File: src/rtl/hist_centroid_if.sv
// Sample/start/result bus for hist_centroid.
// The leds signal exists only when HIST_CENTROID_LEDS_EN is defined.
interface hist_centroid_if #(
  parameter int unsigned NCOL  = 80,
  parameter int unsigned HBITS = 6,
  parameter int unsigned NLED  = 8
);
  localparam int unsigned CW = $clog2(NCOL);
  localparam int unsigned AW = HBITS + CW;

  logic             in_valid;
  logic [CW-1:0]    col_idx;
  logic [HBITS-1:0] col_val;
  logic             start;
  logic             busy;
  logic             done;
  logic [CW-1:0]    centroid;
  logic [AW-1:0]    area;
  logic             empty;
`ifdef HIST_CENTROID_LEDS_EN
  logic [NLED-1:0]  leds;
`endif

  modport master (
    output in_valid, col_idx, col_val, start,
    input  busy, done, centroid, area, empty
`ifdef HIST_CENTROID_LEDS_EN
    , input leds
`endif
  );

  modport slave (
    input  in_valid, col_idx, col_val, start,
    output busy, done, centroid, area, empty
`ifdef HIST_CENTROID_LEDS_EN
    , output leds
`endif
  );
endinterface

File: src/rtl/hist_centroid.sv
// Per-column running-max histogram with centroid = floor(sum(v*k)/sum(v)).
// Optional one-hot LED bar output enabled by macro HIST_CENTROID_LEDS_EN.
module hist_centroid #(
  parameter int unsigned NCOL  = 80,
  parameter int unsigned HBITS = 6,
  parameter int unsigned NLED  = 8
) (
  input logic           clk,
  input logic           rst,
  hist_centroid_if.slave bus
);
  localparam int unsigned CW = $clog2(NCOL);
  localparam int unsigned AW = HBITS + CW;
  localparam int unsigned MW = HBITS + 2 * CW;

  typedef enum logic [1:0] {IDLE, ACCUM, DIV, OUT} state_t;

  state_t           r_state;
  logic [HBITS-1:0] r_cap  [NCOL];
  logic [HBITS-1:0] r_calc [NCOL];
  logic [CW-1:0]    r_k;
  logic [AW-1:0]    r_acc_area;
  logic [MW-1:0]    r_rem;
  logic [CW-1:0]    r_quot;
  logic             r_busy;
  logic             r_done;
  logic [CW-1:0]    r_centroid;
  logic [AW-1:0]    r_area;
  logic             r_empty;
`ifdef HIST_CENTROID_LEDS_EN
  logic [NLED-1:0]  r_leds;
  int unsigned      w_led_pos;
`endif

  logic             w_start_go;
  logic             w_wr;
  logic [HBITS-1:0] w_term;
  logic [AW-1:0]    w_area_nxt;
  logic [MW-1:0]    w_mom_nxt;
  logic [MW-1:0]    w_div_sub;
  logic             w_ge;
  logic [CW-1:0]    w_q_nxt;

  assign w_start_go = (r_state == IDLE) && bus.start;
  assign w_wr       = bus.in_valid && (32'(bus.col_idx) < NCOL);

  // r_k is the column index in ACCUM and the quotient bit index in DIV
  always_comb begin
    w_term     = r_calc[r_k];
    w_area_nxt = r_acc_area + AW'(w_term);
    w_mom_nxt  = r_rem + MW'(w_term) * MW'(r_k);
    w_div_sub  = MW'(r_acc_area) << r_k;
    w_ge       = (r_rem >= w_div_sub);
    w_q_nxt    = r_quot | (w_ge ? (CW'(1) << r_k) : '0);
`ifdef HIST_CENTROID_LEDS_EN
    w_led_pos  = (32'(w_q_nxt) * NLED) / NCOL;
`endif
  end

  // Capture bank is cleared on start; a same-cycle sample lands in the fresh frame
  always_ff @(posedge clk or posedge rst) begin
    if (rst) begin
      for (int i = 0; i < int'(NCOL); i++) begin
        r_cap[i]  <= '0;
        r_calc[i] <= '0;
      end
    end else begin
      if (w_start_go) begin
        for (int i = 0; i < int'(NCOL); i++) begin
          r_calc[i] <= r_cap[i];
          r_cap[i]  <= '0;
        end
      end
      if (w_wr && (bus.col_val > (w_start_go ? HBITS'(0) : r_cap[bus.col_idx])))
        r_cap[bus.col_idx] <= bus.col_val;
    end
  end

  always_ff @(posedge clk or posedge rst) begin
    if (rst) begin
      r_state    <= IDLE;
      r_k        <= '0;
      r_acc_area <= '0;
      r_rem      <= '0;
      r_quot     <= '0;
      r_busy     <= 1'b0;
      r_done     <= 1'b0;
      r_centroid <= '0;
      r_area     <= '0;
      r_empty    <= 1'b1;
`ifdef HIST_CENTROID_LEDS_EN
      r_leds     <= '0;
`endif
    end else begin
      r_done <= 1'b0;
      case (r_state)
        IDLE: begin
          if (bus.start) begin
            r_state    <= ACCUM;
            r_busy     <= 1'b1;
            r_k        <= '0;
            r_acc_area <= '0;
            r_rem      <= '0;
          end
        end
        ACCUM: begin
          r_acc_area <= w_area_nxt;
          r_rem      <= w_mom_nxt;
          if (r_k == CW'(NCOL - 1)) begin
            r_quot <= '0;
            r_k    <= CW'(CW - 1);
            if (w_area_nxt == '0) begin
              // Empty frame skips the divider entirely
              r_state    <= OUT;
              r_done     <= 1'b1;
              r_centroid <= '0;
              r_area     <= '0;
              r_empty    <= 1'b1;
`ifdef HIST_CENTROID_LEDS_EN
              r_leds     <= '0;
`endif
            end else begin
              r_state <= DIV;
            end
          end else begin
            r_k <= r_k + CW'(1);
          end
        end
        DIV: begin
          if (w_ge) r_rem <= r_rem - w_div_sub;
          r_quot <= w_q_nxt;
          if (r_k == '0) begin
            r_state    <= OUT;
            r_done     <= 1'b1;
            r_centroid <= w_q_nxt;
            r_area     <= r_acc_area;
            r_empty    <= 1'b0;
`ifdef HIST_CENTROID_LEDS_EN
            r_leds     <= NLED'(1) << (NLED - 1 - w_led_pos);
`endif
          end else begin
            r_k <= r_k - CW'(1);
          end
        end
        OUT: begin
          r_state <= IDLE;
          r_busy  <= 1'b0;
        end
        default: r_state <= IDLE;
      endcase
    end
  end

  assign bus.busy     = r_busy;
  assign bus.done     = r_done;
  assign bus.centroid = r_centroid;
  assign bus.area     = r_area;
  assign bus.empty    = r_empty;
`ifdef HIST_CENTROID_LEDS_EN
  assign bus.leds     = r_leds;
`endif
endmodule

File: src/flat_wrapper.sv
// flat-port wrapper written by rule: the top's interface ports become plain ports
module hist_centroid_flat 
#(
  parameter int unsigned NCOL  = 80,
  parameter int unsigned HBITS = 6,
  parameter int unsigned NLED  = 8
)
  (clk, rst, bus_in_valid, bus_col_idx, bus_col_val, bus_start, bus_busy, bus_done, bus_centroid, bus_area, bus_empty);
  hist_centroid_if #(.NCOL(NCOL), .HBITS(HBITS), .NLED(NLED)) bus_i ();
  input logic clk;
  input logic rst;
  input wire logic [$bits(bus_i.in_valid)-1:0] bus_in_valid;
  input wire logic [$bits(bus_i.col_idx)-1:0] bus_col_idx;
  input wire logic [$bits(bus_i.col_val)-1:0] bus_col_val;
  input wire logic [$bits(bus_i.start)-1:0] bus_start;
  output wire logic [$bits(bus_i.busy)-1:0] bus_busy;
  output wire logic [$bits(bus_i.done)-1:0] bus_done;
  output wire logic [$bits(bus_i.centroid)-1:0] bus_centroid;
  output wire logic [$bits(bus_i.area)-1:0] bus_area;
  output wire logic [$bits(bus_i.empty)-1:0] bus_empty;
  assign bus_i.in_valid = bus_in_valid;
  assign bus_i.col_idx = bus_col_idx;
  assign bus_i.col_val = bus_col_val;
  assign bus_i.start = bus_start;
  assign bus_busy = bus_i.busy;
  assign bus_done = bus_i.done;
  assign bus_centroid = bus_i.centroid;
  assign bus_area = bus_i.area;
  assign bus_empty = bus_i.empty;
  hist_centroid #(.NCOL(NCOL), .HBITS(HBITS), .NLED(NLED)) u_core (.clk(clk), .rst(rst), .bus(bus_i));
endmodule
File: config.mk
export PLATFORM = sky130hd
export DESIGN_NAME = hist_centroid_flat
export DESIGN_NICKNAME = d
export VERILOG_FILES = /design/src/rtl/hist_centroid_if.sv /design/src/rtl/hist_centroid.sv /design/src/flat_wrapper.sv
export SDC_FILE = /design/constraint.sdc
export NUM_CORES = 2
export LEC_CHECK = 0
export ABC_AREA = 0
export CORE_MARGIN = 5
export CORE_UTILIZATION = 45
export DETAILED_ROUTE_END_ITERATION = 6
export PLACE_DENSITY_LB_ADDON = 0.05
export SLEW_MARGIN = 15
export SYNTH_ARGS = -nofsm -noshare
export SYNTH_HDL_FRONTEND = slang
export SYNTH_SLANG_ARGS = --single-unit
File: constraint.sdc
create_clock -name clk -period 42 [get_ports clk]
set_input_delay 8.4 -clock clk [delete_from_list [all_inputs] [get_ports clk]]
set_output_delay 8.4 -clock clk [all_outputs]
set_load 0.005 [all_outputs]
==> summary.md <==
| Metric | Value |
|---|---|
| Avg Inst Size Synth | `just under 10 sq um` |
| Register area | `25800 sq um` |
| Largest net degree at the start of global routing | `216` |
| Worst path bufs/invs | `3` |
| # Post-CTS Setup Buffers | `0` |
| Cell Pwr Density | `48.7 nW/um^2` |
| CTS Buf Count | `117` |
| Initial Util | `a little under half` |
| Antenna violations before repair | `6` |
| CTS tree | `done` |
| Final Skew | `a little under 0.03 ns` |
| Via-to-Cell Ratio | `5.88` |
| Worst-path maximum fanout | `51` |
| Max clock buf depth | `3` |
| DIE AREA | `around 120000 sq um` |
| Most used flip-flop cell after synthesis | `dfrtp_1` |
| Top area cells in the synthesized netlist | `dfrtp_1 (50%), nand2_1 (14%), mux4_2 (6.8%), mux2i_1 (6.5%), o21ai_0 (2.6%)` |
| Post-synth EDFFs | `0` |
| Setup TNS | `0 ns` |
| Critical Path Source | `bus_col_idx[1]` |
| Worst Reg-to-Reg Cells | `24` |
| Warnings from Yosys | `0` |
| Chip Height | `~350 um` |
| Buffers on Ports | `39` |
| Fin cells | `6866` |
| Clk pin slew, worst setup/hold paths | `0.06 ns` |
| CP max stage delay | `1.01 ns` |
| Status | `finished clean` |
| Final Power | `around 2.8 mW` |
| Sinks on Clock Net | `1032` |
| Fraction of registers with async set/reset | `100%` |
| Max-cap violations | `0` |
| Clk Latency, worst-skew pair | `around 0.72 ns` |
| WS Path Type | `input port to register` |
| DR pass1 iterations | `7` |
| CP max stage cell | `nor4b_2` |
| Die W | `350 um` |
| F_max | `65.3 MHz` |
| Hold Fails Final Rpt | `0` |
| Family with the most delay on the worst path | `simple AND/OR/NAND/NOR gates` |
| FILL cells | `10650` |
| Yosys top cell area share | `49.6%` |
| Post-synthesis net count | `~5500` |
| Final net count | `5377` |
| Routed WL | `171000 um` |
| Share of layout cells above drive strength 1 | `9.49%` |
| IO Count | `40` |
| H-tree depth | `3` |
| Leading cell type in the layout, fill and taps excluded | `nand2_1` |
| Crit path cell chain | `clkdlybuf4s50_1 > buf_4 > and3_4 > buf_4 > a221oi_1 > nand4_1 > o21ai_0 > o21ai_0 > o211ai_1 > o21a_1 > ha_1 > and4_1 > nand3_1 > and2_1 > o2111ai_1 > nor4b_2 > mux2i_1` |
| Post-DP HPWL | `107000 um` |
| WL per Instance | `24.9 um` |
| Hold-fix buffers, CTS | `0` |
| RR Endpoint | `u_core.r_rem[18]` |
| Final Slew Violations | `0` |
| Initial drt markers | `3763` |
| Final setup fails | `0` |
| Seq/Total Area, Yosys | `49.7%` |
| Post-Syn Area | `52000 sq um` |
| Element type at the critical path end | `register` |
| Cell accounting for the most synthesized area | `dfrtp_1` |
| Gr usage total | `between 20% and 30%` |
| Worst EP required | `42.62 ns` |
| Area delta synth->final | `10.5%` |
| Min Tclk post-route | `15.31 ns` |
| Core Footprint | `115000 sq um` |
| Slew @ Worst Pin | `around 1.2 ns` |
| Placer congestion estimate | `about 0.84` |
| Post-route ant nets | `0` |
| Clk Tree Root Cell | `clkbuf_16` |
| First-pass GRT wire length | `262000 um` |
| Unrepaired setup endpoints after global routing | `no` |
| Placement Rows | `124` |
| Resized cells post-CTS | `0` |
| Slew headroom | `between 10% and 20%` |
| Netlist cell types | `74` |
| Peak VDD IR | `0.0000390 V` |
| Number of global-route vias before repair | `40497` |
| R2R Setup Slk | `32.37 ns` |
| Total leakage power | `between 20 and 30 nW` |
| Worst min-delay path category | `register to register` |
| Multi-input gate area | `24200 sq um` |
| Reg2reg start | `u_core.r_k[0]` |
| Crit path launch type | `input port` |
| Crit path DAT | `15.93 ns` |
| Via count | `40366` |
| Critical Path End | `u_core.r_cap[164]` |
| Yosys reg bits | `1032` |
| Dpl cells | `6652` |
| Crit share post-route | `approximately 36%` |
| Most frequent cells in the layout | `nand2_1 (1902), dfrtp_1 (1028), mux2i_1 (340), o21ai_0 (263), nand3_1 (206)` |
| Cells after Synth | `5403` |
| Gr ovfl total | `0` |
| WP depth | `17` |
| # DRC | `0` |
-- synth_stat cells (62+ instances only) --
cell	n
clkbuf_1	319
nor2_1	126
nand3_1	206
o21ai_0	265
mux2i_1	340
a22oi_1	176
mux4_2	158
nand2_1	1903
dfrtp_1	1031
ha_1	68
a21oi_1	62
inv_1	101
-- per-layer routing --
metal / share of wire (%) / global-route usage [%] / up-vias / wire [um]
met5: 0.027 / 0 / - / 46
met4: 2.9 / 7.74 / 8 / 4960
met3: 5.9 / 4.64 / 256 / 10000
met2: 45 / 43.2 / 1246 / 77000
met1: 46 / 40.9 / 20596 / 78600
li1: - / - / 18260 / -
-- worst min path at each step --
stage / startpoint / endpoint / slack (ns) / cells past startpoint
final: u_core.r_calc[247] / u_core.r_calc[247] / 0.47 / 2
after global placement: u_core.r_calc[248] / u_core.r_calc[248] / 0.45 / 2
after detailed placement: u_core.r_calc[55] / u_core.r_calc[55] / 0.46 / 2
after floorplan: u_core.r_calc[254] / u_core.r_calc[254] / 0.44 / 2
after global routing: u_core.r_calc[146] / u_core.r_calc[146] / 0.49 / 2
after CTS: u_core.r_calc[463] / u_core.r_calc[463] / 0.47 / 2
-- state kept, by name, indices dropped and copies added, names as in the netlist, 2 cells and up --
signal,count
u_core.bus.area,13
u_core.bus.centroid,7
u_core.r_acc_area,13
u_core.r_calc,480
u_core.r_cap,480
u_core.r_k,7
u_core.r_quot,7
u_core.r_rem,20
u_core.r_state,2
-- stage by stage --
stage,setup slack [ns],cell area (sq um),hold WS [ns],utilization (%)
3_3_place_gp,26.22,53600,0.451,46.8
4_1_cts,26.94,57400,0.471,50.1
3_5_place_dp,26.20,53600,0.457,46.8
6_report,26.69,57400,0.465,50.2
2_1_floorplan,4.56,52000,0.437,-
5_1_grt,26.52,57400,0.486,50.2
-- layout make-up --
class / instances / share of cell area [%]
Antenna cell: 2 / 0.00871
Sequential cell: 1032 / 45.0
Inverter: 107 / 0.712
Clock inverter: 40 / 0.854
Clock buffer: 172 / 5.86
Tap cell: 1512 / 3.29
Multi-Input combinational cell: 3860 / 42.1
Timing Repair Buffer: 141 / 2.14
-- cell families after synthesis --
logic type,share of synthesized area [%]
flops,49.7
compound gates,9.75
mux,13.5
buf+inv,3.89
xor+xnor,0.472
simple gates,19.8
fa+ha+maj,2.91
-- worst min-delay path, delay by kind of cell (launching register included) --
kind,cells,cell delay [ns]
flip-flops,1,0.33
AND/OR/NAND/NOR,2,0.10
-- where the power goes --
group          total, mW  internal (mW)  switching [mW]
combinational      0.694          0.198           0.496
clock               1.04          0.613           0.427
sequential          1.06           1.03          0.0352
total               2.80           1.84           0.958
(Power assumes the default switching activity.)
